File: config.mk
export PLATFORM = sky130hd
export DESIGN_NAME = mem_bist_ctrl
export DESIGN_NICKNAME = d
export VERILOG_FILES = /design/src/rtl/mem_bist_pkg.sv /design/src/rtl/mem_bist_ctrl.sv
export SDC_FILE = /design/constraint.sdc
export NUM_CORES = 1
export LEC_CHECK = 0
export CORE_MARGIN = 2
export CORE_UTILIZATION = 48
export CTS_CLUSTER_SIZE = 40
export DETAILED_ROUTE_END_ITERATION = 6
export PLACE_DENSITY = 0.77
export SLEW_MARGIN = 40
export SYNTH_ARGS = -nofsm -noshare
export SYNTH_HDL_FRONTEND = slang
export SYNTH_SLANG_ARGS = --single-unit
File: constraint.sdc
create_clock -name clk -period 2.01 [get_ports clk]
set_clock_uncertainty 0.2 [all_clocks]
set_input_delay 0.603 -clock clk [delete_from_list [all_inputs] [get_ports clk]]
set_output_delay 0.603 -clock clk [all_outputs]
set_load 0.03 [all_outputs]
File: src/rtl/mem_bist_pkg.sv
// Shared types and helpers for the memory BIST controller.
package mem_bist_pkg;

  typedef enum logic [2:0] {
    StIdle,
    StWr0,
    StRd0,
    StWr1,
    StRd1,
    StCheck,
    StDone
  } bist_state_e;

  localparam int unsigned MaxWidth = 64;

  // Swap the upper and lower halves of the low `width` bits of d.
  function automatic logic [MaxWidth-1:0] half_swap(input logic [MaxWidth-1:0] d,
                                                     input int unsigned width);
    logic [MaxWidth-1:0] mask;
    logic [MaxWidth-1:0] dm;
    mask = (width >= MaxWidth) ? '1 : ((MaxWidth'(1) << width) - MaxWidth'(1));
    dm   = d & mask;
    return ((dm >> (width / 2)) | (dm << (width / 2))) & mask;
  endfunction

endpackage

File: src/rtl/mem_bist_ctrl.sv
// March-style memory BIST: write P, read up, write ~P, read down, with a one-cycle
// registered compare stage that checks mem_rdata the cycle after each read.
module mem_bist_ctrl
  import mem_bist_pkg::*;
#(
  parameter int unsigned WIDTH = 2,
  parameter int unsigned PSIZE = 2,
  parameter int unsigned DEPTH = 2 ** PSIZE
) (
  input  logic             clk,
  input  logic             rst_n,
  input  logic             start,
  input  logic [WIDTH-1:0] pattern,
  output logic             mem_wr,
  output logic             mem_rd,
  output logic [WIDTH-1:0] mem_wdata,
  output logic [PSIZE-1:0] mem_wr_addr,
  output logic [PSIZE-1:0] mem_rd_addr,
  input  logic [WIDTH-1:0] mem_rdata,
  output logic             busy,
  output logic             done,
  output logic             pass,
  output logic [PSIZE-1:0] fail_addr,
  output logic [PSIZE+1:0] err_count
);

  localparam logic [PSIZE-1:0] LastAddr = PSIZE'(DEPTH - 1);
  localparam logic [PSIZE-1:0] HalfAddr = PSIZE'(DEPTH / 2);

  bist_state_e      state_q, state_d;
  logic [PSIZE-1:0] cnt_q, cnt_d;
  logic [WIDTH-1:0] pat_q;
  logic             accept;
  logic             last;

  logic             cmp_valid_q;
  logic [PSIZE-1:0] cmp_addr_q;
  logic [WIDTH-1:0] cmp_exp_q;
  logic [WIDTH-1:0] rd_base;
  logic [WIDTH-1:0] rd_swap;
  logic [WIDTH-1:0] rd_exp;
  logic             mismatch;

  logic [PSIZE+1:0] err_count_q;
  logic [PSIZE-1:0] fail_addr_q;

  assign accept = start && ((state_q == StIdle) || (state_q == StDone));
  assign last   = (cnt_q == LastAddr);

  always_comb begin
    state_d     = state_q;
    cnt_d       = cnt_q;
    mem_wr      = 1'b0;
    mem_rd      = 1'b0;
    mem_wdata   = '0;
    mem_wr_addr = '0;
    mem_rd_addr = '0;
    busy        = 1'b0;
    rd_base     = pat_q;
    unique case (state_q)
      StIdle, StDone: begin
        cnt_d = '0;
        if (accept) state_d = StWr0;
      end
      StWr0: begin
        mem_wr      = 1'b1;
        mem_wr_addr = cnt_q;
        mem_wdata   = pat_q;
        busy        = 1'b1;
        if (last) state_d = StRd0;
      end
      StRd0: begin
        mem_rd      = 1'b1;
        mem_rd_addr = cnt_q;
        busy        = 1'b1;
        if (last) state_d = StWr1;
      end
      StWr1: begin
        mem_wr      = 1'b1;
        mem_wr_addr = cnt_q;
        mem_wdata   = ~pat_q;
        busy        = 1'b1;
        if (last) state_d = StRd1;
      end
      StRd1: begin
        mem_rd      = 1'b1;
        mem_rd_addr = LastAddr - cnt_q;
        rd_base     = ~pat_q;
        busy        = 1'b1;
        if (last) state_d = StCheck;
      end
      StCheck: begin
        busy    = 1'b1;
        state_d = StDone;
      end
      default: state_d = StIdle;
    endcase
    // One shared counter walks every march phase and wraps at the phase boundary.
    if (mem_wr || mem_rd) cnt_d = last ? '0 : cnt_q + PSIZE'(1);
  end

  // Upper half of the array stores words half-swapped.
  assign rd_swap  = WIDTH'(half_swap(MaxWidth'(rd_base), WIDTH));
  assign rd_exp   = (mem_rd_addr < HalfAddr) ? rd_base : rd_swap;
  assign mismatch = cmp_valid_q && (mem_rdata != cmp_exp_q);

  always_ff @(posedge clk) begin
    if (!rst_n) begin
      state_q     <= StIdle;
      cnt_q       <= '0;
      pat_q       <= '0;
      cmp_valid_q <= 1'b0;
      cmp_addr_q  <= '0;
      cmp_exp_q   <= '0;
      err_count_q <= '0;
      fail_addr_q <= '0;
    end else begin
      state_q     <= state_d;
      cnt_q       <= cnt_d;
      cmp_valid_q <= mem_rd;
      cmp_addr_q  <= mem_rd_addr;
      cmp_exp_q   <= mem_rd ? rd_exp : '0;
      if (accept) begin
        pat_q       <= pattern;
        err_count_q <= '0;
        fail_addr_q <= '0;
      end else if (mismatch) begin
        if (err_count_q == '0) fail_addr_q <= cmp_addr_q;
        if (err_count_q != '1) err_count_q <= err_count_q + (PSIZE + 2)'(1);
      end
    end
  end

  assign done      = (state_q == StDone);
  assign pass      = done && (err_count_q == '0);
  assign fail_addr = fail_addr_q;
  assign err_count = err_count_q;

endmodule

==> impl_metrics.py <==
metrics = {
    "outcome": {
        "status": "finished with violations",
        "failed_checks": "negative setup slack",
    },
    "sta": {
        "setup_violations": 9,
        "drv_slew": 0,
        "final_hold_viol_count": 0,
        "final.period_utilization": 1.080,
        "period_needed_ns": 2.171,
        "fin_ws_ns": -0.1612,
        "fin_setup_tns_ns": -0.9141,
        "max_clock_freq_mhz": 460.6,
        "worstMarginPinSlew_ns": 0.3982,
        "rsz0062_at_grt": "true",
        "max_slew_margin": 0.7337,
    },
    "logic_synthesis": {
        "ys.flop_type": "dfxtp_1",
        "synth_area_sq_um": 1041,
        "synth-edff-count": 0,
        "postSynthAreaPerCell_sq_um": 8.897,
        "ys_seq_area_frac": 0.3462,
        "async_flop_share": 0,
        "synth-seq-cells": 18,
        "yosysWarnings": 0,
        "synth.distinct_cells": 39,
        "syn-num-nets": 127,
        "synthCells": 117,
    },
    "layout": {
        "drive_gt1_frac": 0.3631,
        "final_core_util": 0.7613,
        "finish.net_count": 168,
        "area_growth_pct": 46.39,
        "diodes": 0,
    },
    "setup_path": {
        "cp-start-kind": "flop",
        "slowest_stage": "dfxtp_4",
        "path_cells": "nor3b_4, a21oi_2, nor2_2, buf_6",
        "critPathCaptureType": "primary output",
        "crit_type": "flop to primary output",
        "cp.required_ns": 1.21,
        "critPathMaxStageDelay_ns": 0.44,
        "arrival_ns": 1.37,
        "crit_path_max_fanout": 8,
    },
    "clocking": {
        "clk_pin_slew_worst_paths_ns": 0.11,
        "cts_tree": "yes",
        "htree_levels": 1,
        "cts_max_path_buffers": 2,
        "clock_sinks": 18,
        "insertion_delay_ns": 0.31,
        "hold_buffers": 0,
        "cts-buffers-inserted": 3,
        "cts-root-buf": "clkbuf_4",
    },
    "hold_path": {
        "hold_path_class": "flop to flop",
    },
    "place": {
        "portBuffers": 23,
        "dp_hpwl_um": 1718,
        "gp_congestion": 0.8298,
    },
    "route": {
        "drt_iter0_drc": 27,
        "drt-total-wl_um": 2517,
        "via_count": 992,
        "wl_per_cell_um": 13.68,
        "first_pass_iters": 5,
        "ant_nets": 0,
        "route.detailed.drc": 0,
        "routed_via_density": 5.391,
    },
    "flow_run": {
        "maxCapViolCount": 0,
    },
    "power": {
        "powerDensity_nw_per_um2": 484.5,
        "power.total_mw": 0.7384,
        "leakage_nw": 0.6639,
        "vdd_drop_max_uv": 543.6,
    },
    "die": {
        "std_cell_rows": 16,
        "core-area_sq_um": 2002,
        "initial_core_util": 0.5200,
        "design.die.area_sq_um": 2557,
        "die_height_um": 50.57,
        "die_w_um": 50.57,
        "ioPinCount": 24,
    },
    "global_route": {
        "antenna_found_initial": 0,
        "grt_max_degree": 14,
        "overflow": 0,
        "grt_pass1_vias": 924,
        "grtUsageTotal": 0.2092,
        "grt_pass1_wl_um": 4071,
    },
}
[Yosys cell counts, drive strengths merged (2+ instances only)]
cell type | number | area, sq um
xor2 | 2 | 17.52
nand3 | 2 | 10.01
nand2 | 4 | 15.01
nor2 | 15 | 56.30
dfxtp | 18 | 360.4
a21oi | 6 | 30.03
mux2i | 7 | 70.07
buf | 5 | 31.28
xnor2 | 3 | 26.28
a22oi | 2 | 15.01
and2 | 6 | 40.04
o2bb2ai | 2 | 17.52
inv | 3 | 11.26
nor2b | 7 | 53.80
nand2b | 3 | 26.27
ha | 3 | 37.54
a22o | 2 | 17.52
nor3 | 3 | 15.01
o221a | 2 | 22.52
a31oi | 2 | 12.51
o21ai | 5 | 25.02
and3 | 2 | 12.51
nor3b | 3 | 27.52
[kinds of logic after synthesis]
group	Yosys count	synth area share
compound gates	26	0.1755
xor+xnor	5	0.04207
fa+ha+maj	3	0.03606
buf+inv	9	0.04447
flops	18	0.3462
mux	7	0.06731
simple gates	49	0.2884
[where the power goes]
group          leakage [nW]  switching (mW)  internal [mW]  total [mW]
clock                0.0210           0.121          0.111       0.232
sequential            0.149          0.0198          0.362       0.382
combinational         0.493          0.0627         0.0621       0.125
[critical path, delay by kind of cell (launching register included)]
family / cells / cell delay [ns]
AO/OA/AOI/OAI: 1 / 0.06
buffers and inverters: 1 / 0.15
flip-flops: 1 / 0.44
AND/OR/NAND/NOR: 2 / 0.42
[per-layer routing]
metal / share of wire / global-route usage
met5: 0 / 0
met4: 0.019 / 0.06757
met3: 0.050 / 0.04762
met2: 0.48 / 0.3509
met1: 0.45 / 0.2642
[final cells by class]
type                       count  area (sq um)
fill                         149         478.0
clock buffer                   4         36.28
multi-input combinational     90         691.9
timing repair buffer          42         375.4
tap                           27         33.78
inverter                       3         11.26
sequential                    18         375.4
[worst paths after layout]
check | slack (ns) | end | depth (start not counted) | startpoint
setup / recovery | -0.16 | mem_rd_addr[1] | 4 | state_q[2]$_SDFFE_PN0P_
hold / removal | 0.28 | fail_addr[0]$_SDFFE_PP0P_ | 2 | cmp_addr_q[0]$_SDFF_PN0_
setup reg to reg | 0.32 | cmp_exp_q[1]$_SDFF_PN0_ | 6 | state_q[1]$_SDFFE_PN0P_
hold reg to reg | 0.28 | fail_addr[0]$_SDFFE_PP0P_ | 2 | cmp_addr_q[0]$_SDFF_PN0_
[stage by stage]
stage | std cells | worst slack (ns) | area, sq um | hold slack (ns)
global placement | 170 | -0.08995 | 1319 | 0.2502
global route | 184 | -0.2316 | 1524 | 0.3054
finish | 184 | -0.1612 | 1524 | 0.2835
detailed placement | 170 | -0.1286 | 1319 | 0.2624
floorplan | 117 | -0.01446 | 1050 | 0.2365
CTS | 180 | -0.1618 | 1441 | 0.2883
[cell usage in the layout, fill, tap and decap left out, drive strengths merged, types with 3 or more instances in the layout]
cell type	n
buf	30
xnor2	3
dfxtp	18
mux2i	7
inv	3
o21ai	5
nor2	15
dlygate4sd2	6
nor2b	7
nor3	3
clkbuf	4
ha	3
and2	6
nor3b	3
nand2b	3
clkdlybuf4s50	6
a21oi	6
nand2	4
[flip-flops by register name, indices dropped and copies added (netlist names)]
name         cells
fail_addr        2
cmp_addr_q       2
pat_q            2
err_count        4
cnt_q            2
cmp_exp_q        2
state_q          3
cmp_valid_q      1
[timing repair]
action / 4_1_cts / 5_1_grt
setup endpoints to repair: 16 / 9
gates resized for setup: 22 / 14
setup buffers: 6 / 4
pin swaps: 2 / 4
Note: power is estimated with default switching activity, not from simulation.
